==> config.mk <==
export PLATFORM = sky130hd
export DESIGN_NAME = alu_muldiv
export DESIGN_NICKNAME = d
export VERILOG_FILES = /design/src/rtl/alu_muldiv.sv
export SDC_FILE = /design/constraint.sdc
export NUM_CORES = 1
export LEC_CHECK = 0
export ABC_AREA = 0
export BUFFER_PORTS_ARGS = -buffer_cell sky130_fd_sc_hd__buf_4
export CORE_ASPECT_RATIO = 1.5
export CORE_UTILIZATION = 68
export CTS_BUF_LIST = sky130_fd_sc_hd__clkbuf_4 sky130_fd_sc_hd__clkbuf_8 sky130_fd_sc_hd__clkbuf_16
export CTS_CLUSTER_DIAMETER = 60
export DETAILED_ROUTE_END_ITERATION = 10
export PLACE_DENSITY = 0.89
export SLEW_MARGIN = 15
export SYNTH_ARGS = -nofsm -noshare
export SYNTH_HDL_FRONTEND = slang
export SYNTH_SLANG_ARGS = --single-unit
==> constraint.sdc <==
create_clock -name clk -period 4.9 [get_ports clk]
set_input_delay 0.245 -clock clk [delete_from_list [all_inputs] [get_ports clk]]
set_output_delay 0.245 -clock clk [all_outputs]
set_load 0.03 [all_outputs]
==> src/rtl/alu_muldiv.sv <==
// Iterative RV32M multiply/divide unit (MUL/MULH/MULHSU/MULHU/DIV/DIVU/REM/REMU), XLEN-parametrised.
// Latency: XLEN+1 cycles from accepted start to done; 1 cycle for divide-by-zero and signed overflow.
// Backpressure: busy stays high from the accepted start through the done cycle; start is only taken
//   when no operation is in flight, and the earliest taken start is at the edge that ends the done cycle.
// Ports:
//   clk, rst_n         - rising-edge clock, asynchronous active-low reset
//   start, op, a, b    - request, funct3 opcode, rs1/rs2 operands (captured when the request is taken)
//   flush              - abort any in-flight operation at the next edge (no done, result kept)
//   busy, done, result - in-flight flag, one-cycle completion pulse, registered result
module alu_muldiv #(
  parameter int XLEN = 32
) (
  input  logic            clk,
  input  logic            rst_n,
  input  logic            start,
  input  logic [2:0]      op,
  input  logic [XLEN-1:0] a,
  input  logic [XLEN-1:0] b,
  input  logic            flush,
  output logic            busy,
  output logic            done,
  output logic [XLEN-1:0] result
);

  localparam int CW = $clog2(XLEN + 1);
  localparam logic [XLEN-1:0] MIN_NEG = {1'b1, {(XLEN-1){1'b0}}};

  typedef enum logic [1:0] {
    IDLE = 2'd0,
    CALC = 2'd1,
    FIN  = 2'd2
  } state_t;

  state_t state, state_nxt;

  // Captured request and iteration state.
  logic [2:0]      op_q;
  logic [CW-1:0]   cnt;
  logic            neg_q;   // product / quotient must be negated at the end
  logic            neg_r;   // remainder must be negated at the end (dividend was negative)
  logic [XLEN-1:0] opb;     // multiplicand or divisor magnitude
  logic [XLEN-1:0] acc_hi;  // product high half / partial remainder
  logic [XLEN-1:0] acc_lo;  // multiplier (shifts out) + product low half / dividend -> quotient

  // Request decode.
  logic            a_signed, b_signed, a_neg, b_neg;
  logic [XLEN-1:0] a_mag, b_mag;
  logic            div_zero, div_ovf, accept;

  always_comb begin
    a_signed = (op == 3'b001) || (op == 3'b010) || (op == 3'b100) || (op == 3'b110);
    b_signed = (op == 3'b001) || (op == 3'b100) || (op == 3'b110);
    a_neg    = a_signed && a[XLEN-1];
    b_neg    = b_signed && b[XLEN-1];
    a_mag    = a_neg ? -a : a;
    b_mag    = b_neg ? -b : b;
    div_zero = op[2] && (b == '0);
    div_ovf  = ((op == 3'b100) || (op == 3'b110)) && (a == MIN_NEG) && (b == '1);
    // The done cycle is already back in IDLE, so a held start is taken at the edge ending it.
    accept   = start && (state == IDLE) && !flush;
  end

  // One iteration step for each algorithm.
  logic [XLEN:0]   mul_sum;
  logic [XLEN:0]   div_sh;
  logic            div_ge;
  logic [XLEN-1:0] div_dif;

  always_comb begin
    mul_sum = {1'b0, acc_hi} + (acc_lo[0] ? {1'b0, opb} : {(XLEN+1){1'b0}});
    div_sh  = {acc_hi, acc_lo[XLEN-1]};
    // A set top bit means the shifted remainder already exceeds any XLEN-bit divisor; the
    // true difference is then below the divisor, so the low XLEN bits of the subtraction suffice.
    div_ge  = div_sh[XLEN] || (div_sh[XLEN-1:0] >= opb);
    div_dif = div_sh[XLEN-1:0] - opb;
  end

  // Sign correction and output selection.
  logic [2*XLEN-1:0] prod, prod_fix;
  logic [XLEN-1:0]   quo_fix, rem_fix, fin_val;

  always_comb begin
    prod     = {acc_hi, acc_lo};
    prod_fix = neg_q ? -prod : prod;
    quo_fix  = neg_q ? -acc_lo : acc_lo;
    rem_fix  = neg_r ? -acc_hi : acc_hi;
    fin_val  = rem_fix;
    case (op_q)
      3'b000:                 fin_val = prod_fix[XLEN-1:0];
      3'b001, 3'b010, 3'b011: fin_val = prod_fix[2*XLEN-1:XLEN];
      3'b100, 3'b101:         fin_val = quo_fix;
      default:                fin_val = rem_fix;
    endcase
  end

  // State register.
  always_ff @(posedge clk or negedge rst_n) begin
    if (!rst_n) begin
      state <= IDLE;
    end else begin
      state <= state_nxt;
    end
  end

  // Next-state logic.
  always_comb begin
    state_nxt = state;
    case (state)
      IDLE:    if (accept) state_nxt = (div_zero || div_ovf) ? FIN : CALC;
      CALC:    if (cnt == CW'(1)) state_nxt = FIN;
      FIN:     state_nxt = IDLE;
      default: state_nxt = IDLE;
    endcase
    if (flush) state_nxt = IDLE;
  end

  // Datapath.
  always_ff @(posedge clk or negedge rst_n) begin
    if (!rst_n) begin
      op_q   <= '0;
      cnt    <= '0;
      neg_q  <= 1'b0;
      neg_r  <= 1'b0;
      opb    <= '0;
      acc_hi <= '0;
      acc_lo <= '0;
      result <= '0;
      done   <= 1'b0;
    end else begin
      done <= 1'b0;
      case (state)
        IDLE: begin
          if (accept) begin
            op_q <= op;
            cnt  <= CW'(XLEN);
            opb  <= b_mag;
            if (div_zero) begin
              // Quotient all ones, remainder = dividend, no sign fix-up.
              acc_lo <= '1;
              acc_hi <= a;
              neg_q  <= 1'b0;
              neg_r  <= 1'b0;
            end else if (div_ovf) begin
              // Quotient = dividend (most negative value), remainder zero.
              acc_lo <= a;
              acc_hi <= '0;
              neg_q  <= 1'b0;
              neg_r  <= 1'b0;
            end else begin
              acc_lo <= a_mag;
              acc_hi <= '0;
              neg_q  <= a_neg ^ b_neg;
              neg_r  <= a_neg;
            end
          end
        end
        CALC: begin
          cnt <= cnt - CW'(1);
          if (op_q[2]) begin
            // Restoring division: shift in one dividend bit, subtract if it fits.
            acc_hi <= div_ge ? div_dif : div_sh[XLEN-1:0];
            acc_lo <= {acc_lo[XLEN-2:0], div_ge};
          end else begin
            // Shift-add: the multiplier drains out of acc_lo as the product fills in.
            acc_hi <= mul_sum[XLEN:1];
            acc_lo <= {mul_sum[0], acc_lo[XLEN-1:1]};
          end
        end
        FIN: begin
          if (!flush) begin
            result <= fin_val;
            done   <= 1'b1;
          end
        end
        default: ;
      endcase
    end
  end

  assign busy = (state != IDLE) || done;

endmodule

* Word-level counts from Yosys, hierarchy flattened
Cells that the tools add are included.
Widths: inputs -> output; s select.
** Cells by class
- Eq/ne operators :: 17
- $lt $le $gt $ge :: 1
- Muxes and demuxes :: 30
- Reductions and logical operators :: 28
- Bitwise operators :: 2
- $add $sub $neg :: 8
** Operator list (number)
- $mux 32 :: 13
- $neg 32->32 :: 4
- $pmux 32 s2 :: 2
- $pmux 32 s3 :: 1
- $eq 32x32->1 const B :: 2
- $mux 64 :: 1
- $neg 64->64 :: 1
- $add 32x32->33 :: 1
- $ge 32x32->1 :: 1
- $logic_not 32->1 :: 1
- $sub 32x32->32 :: 1
- $eq 3x3->1 const B :: 4
- $pmux 6 s2 :: 1
- $eq 3x2->1 const B :: 3
- $logic_or 1x1->1 :: 9
- $mux 2 :: 4
- $reduce_and 2->1 :: 4
- $logic_and 1x1->1 :: 7
- $eq 3x1->1 const B :: 2
- $eq 6x1->1 const B :: 1
- $mux 1 :: 6
- $mux 6 :: 1
- $ne 3x3->1 const B :: 2
- $sub 6x1->6 const B :: 1
- other kinds (12) :: 13
** Storage, ports and cells
- Register bits :: 142
- Bits of input ports :: 71

* Longest topological paths before layout
- Depth in word-level cells :: 10
- Depth in mapped cells :: 13

* Worst setup path before layout
Ideal clock, no wire load.
- Kind :: register to register
- From :: reg acc_lo[0]
- To :: reg acc_hi[30]
- Cell stages (with the launch flop) :: 13
- Clock period less this slack :: 3.173 ns
- Arrival time :: 3.077 ns
- Data required time :: 4.805 ns
- Setup slack :: 1.727 ns
- Library setup time :: 0.095 ns
- Cells stage by stage :: dfrtp_1 -> inv_1 -> clkbuf_1 -> nor2_1 -> ha_1 -> a21o_1 -> a221o_1 -> and4_1 -> o31ai_1 -> nand4_1 -> a21oi_1 -> mux2_2 -> o31ai_1
** Between the ends
- Cells in the longest elaborated chain, start to end :: 4
** Ends and longest elaborated chain
- start: declaration :: line 43 : logic [XLEN-1:0] acc_lo;
- start signal: assignment :: line 150 : acc_lo <= a_mag;
- start signal: assignment :: line 162 : acc_lo <= {acc_lo[XLEN-2:0], div_ge};
- start signal: assignment :: line 166 : acc_lo <= {mul_sum[0], acc_lo[XLEN-1:1]};
- $mux 32 :: line 70 : mul_sum = {1'b0, acc_hi} + (acc_lo[0] ? {1'b0, opb} : {(XLEN+1){1'b0}});
- $add 32x32->33 :: line 70
- $mux 32 :: line 159 : if (op_q[2]) begin
- $pmux 32 s2 :: line 131 : case (state)
- end signal: assignment :: line 161 : acc_hi <= div_ge ? div_dif : div_sh[XLEN-1:0];
- end signal: assignment :: line 165 : acc_hi <= mul_sum[XLEN:1];
- end: declaration :: line 42 : logic [XLEN-1:0] acc_hi;
Every way passes these cells.
A chain may end at the register's enable or synchronous reset.

* Final worst setup path
Same ends and word-level chain as after synthesis.

==> reports/results.ini <==
[power_and_ir_drop]
power_mw = 9.53
leakage_nw = 6.67
ir_drop_mv = 0.307
pwr_density_cell_nw_per_um2 = 604

[floorplan]
dieArea_um2 = 21600
ioPinCount = 105
core_um2 = 20500
start_util = 0.698
die_h_um = 180
die_w_um = 120
num_rows = 64

[placed_design]
place_ws_ns = 1.09
port_buffers = 104
hpwl_mm = 36.6
gp_congestion = 1.10
post-place-cells = 2115

[routing]
vias_per_cell = 7.09
totalWireLength_mm = 48.8
ant_nets = 0
route.detailed.drc = 0
post_drt_wl_per_cell_um = 22.7
num_vias = 15200
firstDrtPassIters = 7
dr.first_iter.drc_count = 2083

[critical_path]
critical_path_class = flop to flop
cp_data_arrival_time_ns = 4.30
required_ns = 5.25
timing.rr.start = acc_lo[0]$_DFFE_PN0P_
regToRegSetupSlack_ns = 0.95
end_kind = flop
crit_fanout = 22
reg2reg_depth = 11
start_kind = flop
r2r-end = acc_hi[30]$_DFFE_PN0P_

[finish]
fin_nets = 2015
areaGrowthSynthToFinish_pct = 10.2
antennaDiodeCount = 0
mostFrequentLayoutCell = nand2_1
fillers = 1586
seq_area_um2 = 3560
most-common-layout-cells = nand2_1, dfrtp_1, o21ai_0
multi_input_area_um2 = 10100
final_core_util = 0.769
drive_gt1_frac = 0.116
fin_cells = 2148

[clock_network]
cts_max_path_buffers = 2
clk_latency_ns = 0.45
path_clk_slew_ns = 0.06
numCtsBuffers = 17
h-tree-depth = 4
root_buffer = clkbuf_16
postCtsSetupRepairBufs = 0
clock-sinks = 142
cts_tree = yes

[timing]
worst_slew_pin_slew_ns = 1.15
slew_headroom = 0.231
hold_viol = 0
setup_slack_ns = 0.949
fin_crit_ns = 3.95
setup_viol = 0
rsz0062_at_grt = false
maxClockFrequency_mhz = 253
tns_ns = 0
fin_crit_sh = 0.806
clock-skew-final_ns = 0.00654
slew_violations = 0

[yosys]
synthArstFlopShare = 1.00
synth_seq_cells = 142
syn_avg_cell_area_um2 = 7.73
syn_area_um2 = 14300
syn-num-nets = 1997
synth_edf_count = 0
synth_ff_type = dfrtp_1
netlist-cell-type-count = 82
syn_inst = 1853
ys_seq_area_frac = 0.248
yosys_warnings = 0

[min_path]
worstHoldStart = flush
whs_path_depth = 2
hold_class = input port to flop
hold_path_end = state[0]$_DFFE_PN0P_

[global_routing]
grt_start_max_net_pins = 106
grt_pass1_wl_mm = 78.4
grt_usage = 0.461
antenna_found_initial = 0
grt_pass1_vias = 15100
grt-ovfl-total = 0

[flow_run]
drv_cap = 0

[status]
outcome = finished, final reports clean

-- power by group --
part           leakage [nW]  switching [mW]  internal (mW)
clock                 0.299           0.527          0.782
combinational          4.60            3.47           2.33
sequential             1.77           0.859           1.56
-- per-stage QoR --
| stage | hold slack (ns) | cell area (um2) |
|---|---|---|
| after floorplan | -0.0506 | 14300 |
| after global placement | 0.423 | 15200 |
| after detailed placement | 0.428 | 15200 |
| after CTS | 0.0402 | 15800 |
| after global routing | 0.0381 | 15800 |
| final | 0.0419 | 15800 |
-- cells in the mapped netlist, drive strengths merged, types with 5 or more instances --
library cell	number	area share
a222oi	9	0.0063
o21bai	7	0.0037
o21ai	162	0.057
or3	28	0.012
a21oi	106	0.037
o31ai	46	0.027
nor3b	5	0.0026
o211ai	27	0.014
nand2	214	0.056
mux2i	44	0.031
o21a	11	0.0058
o221ai	10	0.0061
inv	58	0.015
nor3	59	0.021
and3	13	0.0057
or2	13	0.0059
nor2	134	0.035
nand3b	8	0.0042
dfrtp	142	0.25
nor4	12	0.0052
xor2	102	0.062
a221oi	37	0.023
o22ai	9	0.0039
xnor2	84	0.051
a21boi	5	0.0026
a221o	6	0.0042
a21o	28	0.015
o41ai	19	0.013
nand4	25	0.011
nand3	46	0.016
nand2b	12	0.0052
nor2b	15	0.0066
or4	24	0.014
clkbuf	119	0.031
a211oi	15	0.0079
ha	71	0.062
mux2	11	0.0087
buf	14	0.0048
a311oi	7	0.0043
a22oi	6	0.0031
and2	11	0.0048
a31oi	31	0.014
-- routing by layer --
layer	vias up	track usage	share of wire
met5	-	0	0
met4	0	0.304	0.072
met3	290	0.0933	0.098
met2	1042	0.777	0.48
met1	7039	0.521	0.35
li1	6860	-	-
-- what timing repair did --
action	CTS	global route
endpoints found under the hold margin	98	0
gates resized for setup	0	0
hold buffers	1	0
-- final cells by class --
type                            instances  area share
Sequential cell                       142       0.225
Inverter                               59      0.0140
Clock inverter                         12     0.00746
Clock buffer                           20      0.0296
Tap cell                              264      0.0209
Multi-Input combinational cell       1519       0.639
Timing Repair Buffer                  132      0.0632
-- kinds of logic after synthesis --
| family | Yosys count | synth area share |
|---|---|---|
| DFF | 142 | 0.248 |
| xor gates and xnor gates | 186 | 0.114 |
| adders and majority gates | 73 | 0.0648 |
| buffers and inverters | 192 | 0.0515 |
| and+or+nand+nor | 634 | 0.216 |
| AOI/OAI and AO/OA | 571 | 0.266 |
| muxes | 55 | 0.0394 |
-- critical path: stages, from the launching register on --
cell and delay (ns):
dfrtp_1 0.42, inv_1 0.57, nor2_1 0.12, ha_1 0.39, a21o_1 0.22, a221o_1 0.35, and4_1 0.26, o31ai_1 0.58
nand4_1 0.18, a21oi_1 0.17, mux2_2 0.35, o31ai_1 0.22
-- worst max-delay path by stage --
stage,startpoint,to,slack (ns),cells after the start
after floorplan,acc_lo[0]$_DFFE_PN0P_,acc_hi[30]$_DFFE_PN0P_,1.73,12
after global placement,acc_lo[0]$_DFFE_PN0P_,acc_hi[30]$_DFFE_PN0P_,1.17,11
after detailed placement,acc_lo[0]$_DFFE_PN0P_,acc_hi[30]$_DFFE_PN0P_,1.09,11
after CTS,acc_lo[0]$_DFFE_PN0P_,acc_hi[30]$_DFFE_PN0P_,1.05,11
after global routing,acc_lo[0]$_DFFE_PN0P_,acc_hi[28]$_DFFE_PN0P_,0.74,11
final,acc_lo[0]$_DFFE_PN0P_,acc_hi[30]$_DFFE_PN0P_,0.95,11
-- flip-flops by register name, summed over array words and instances, names as in the netlist --
name and flops:
neg_r 1, acc_hi 32, done 1, neg_q 1, acc_lo 32, result 32, op_q 3, cnt 6
state 2, opb 32
No activity file was read; power rests on OpenSTA's default activity.
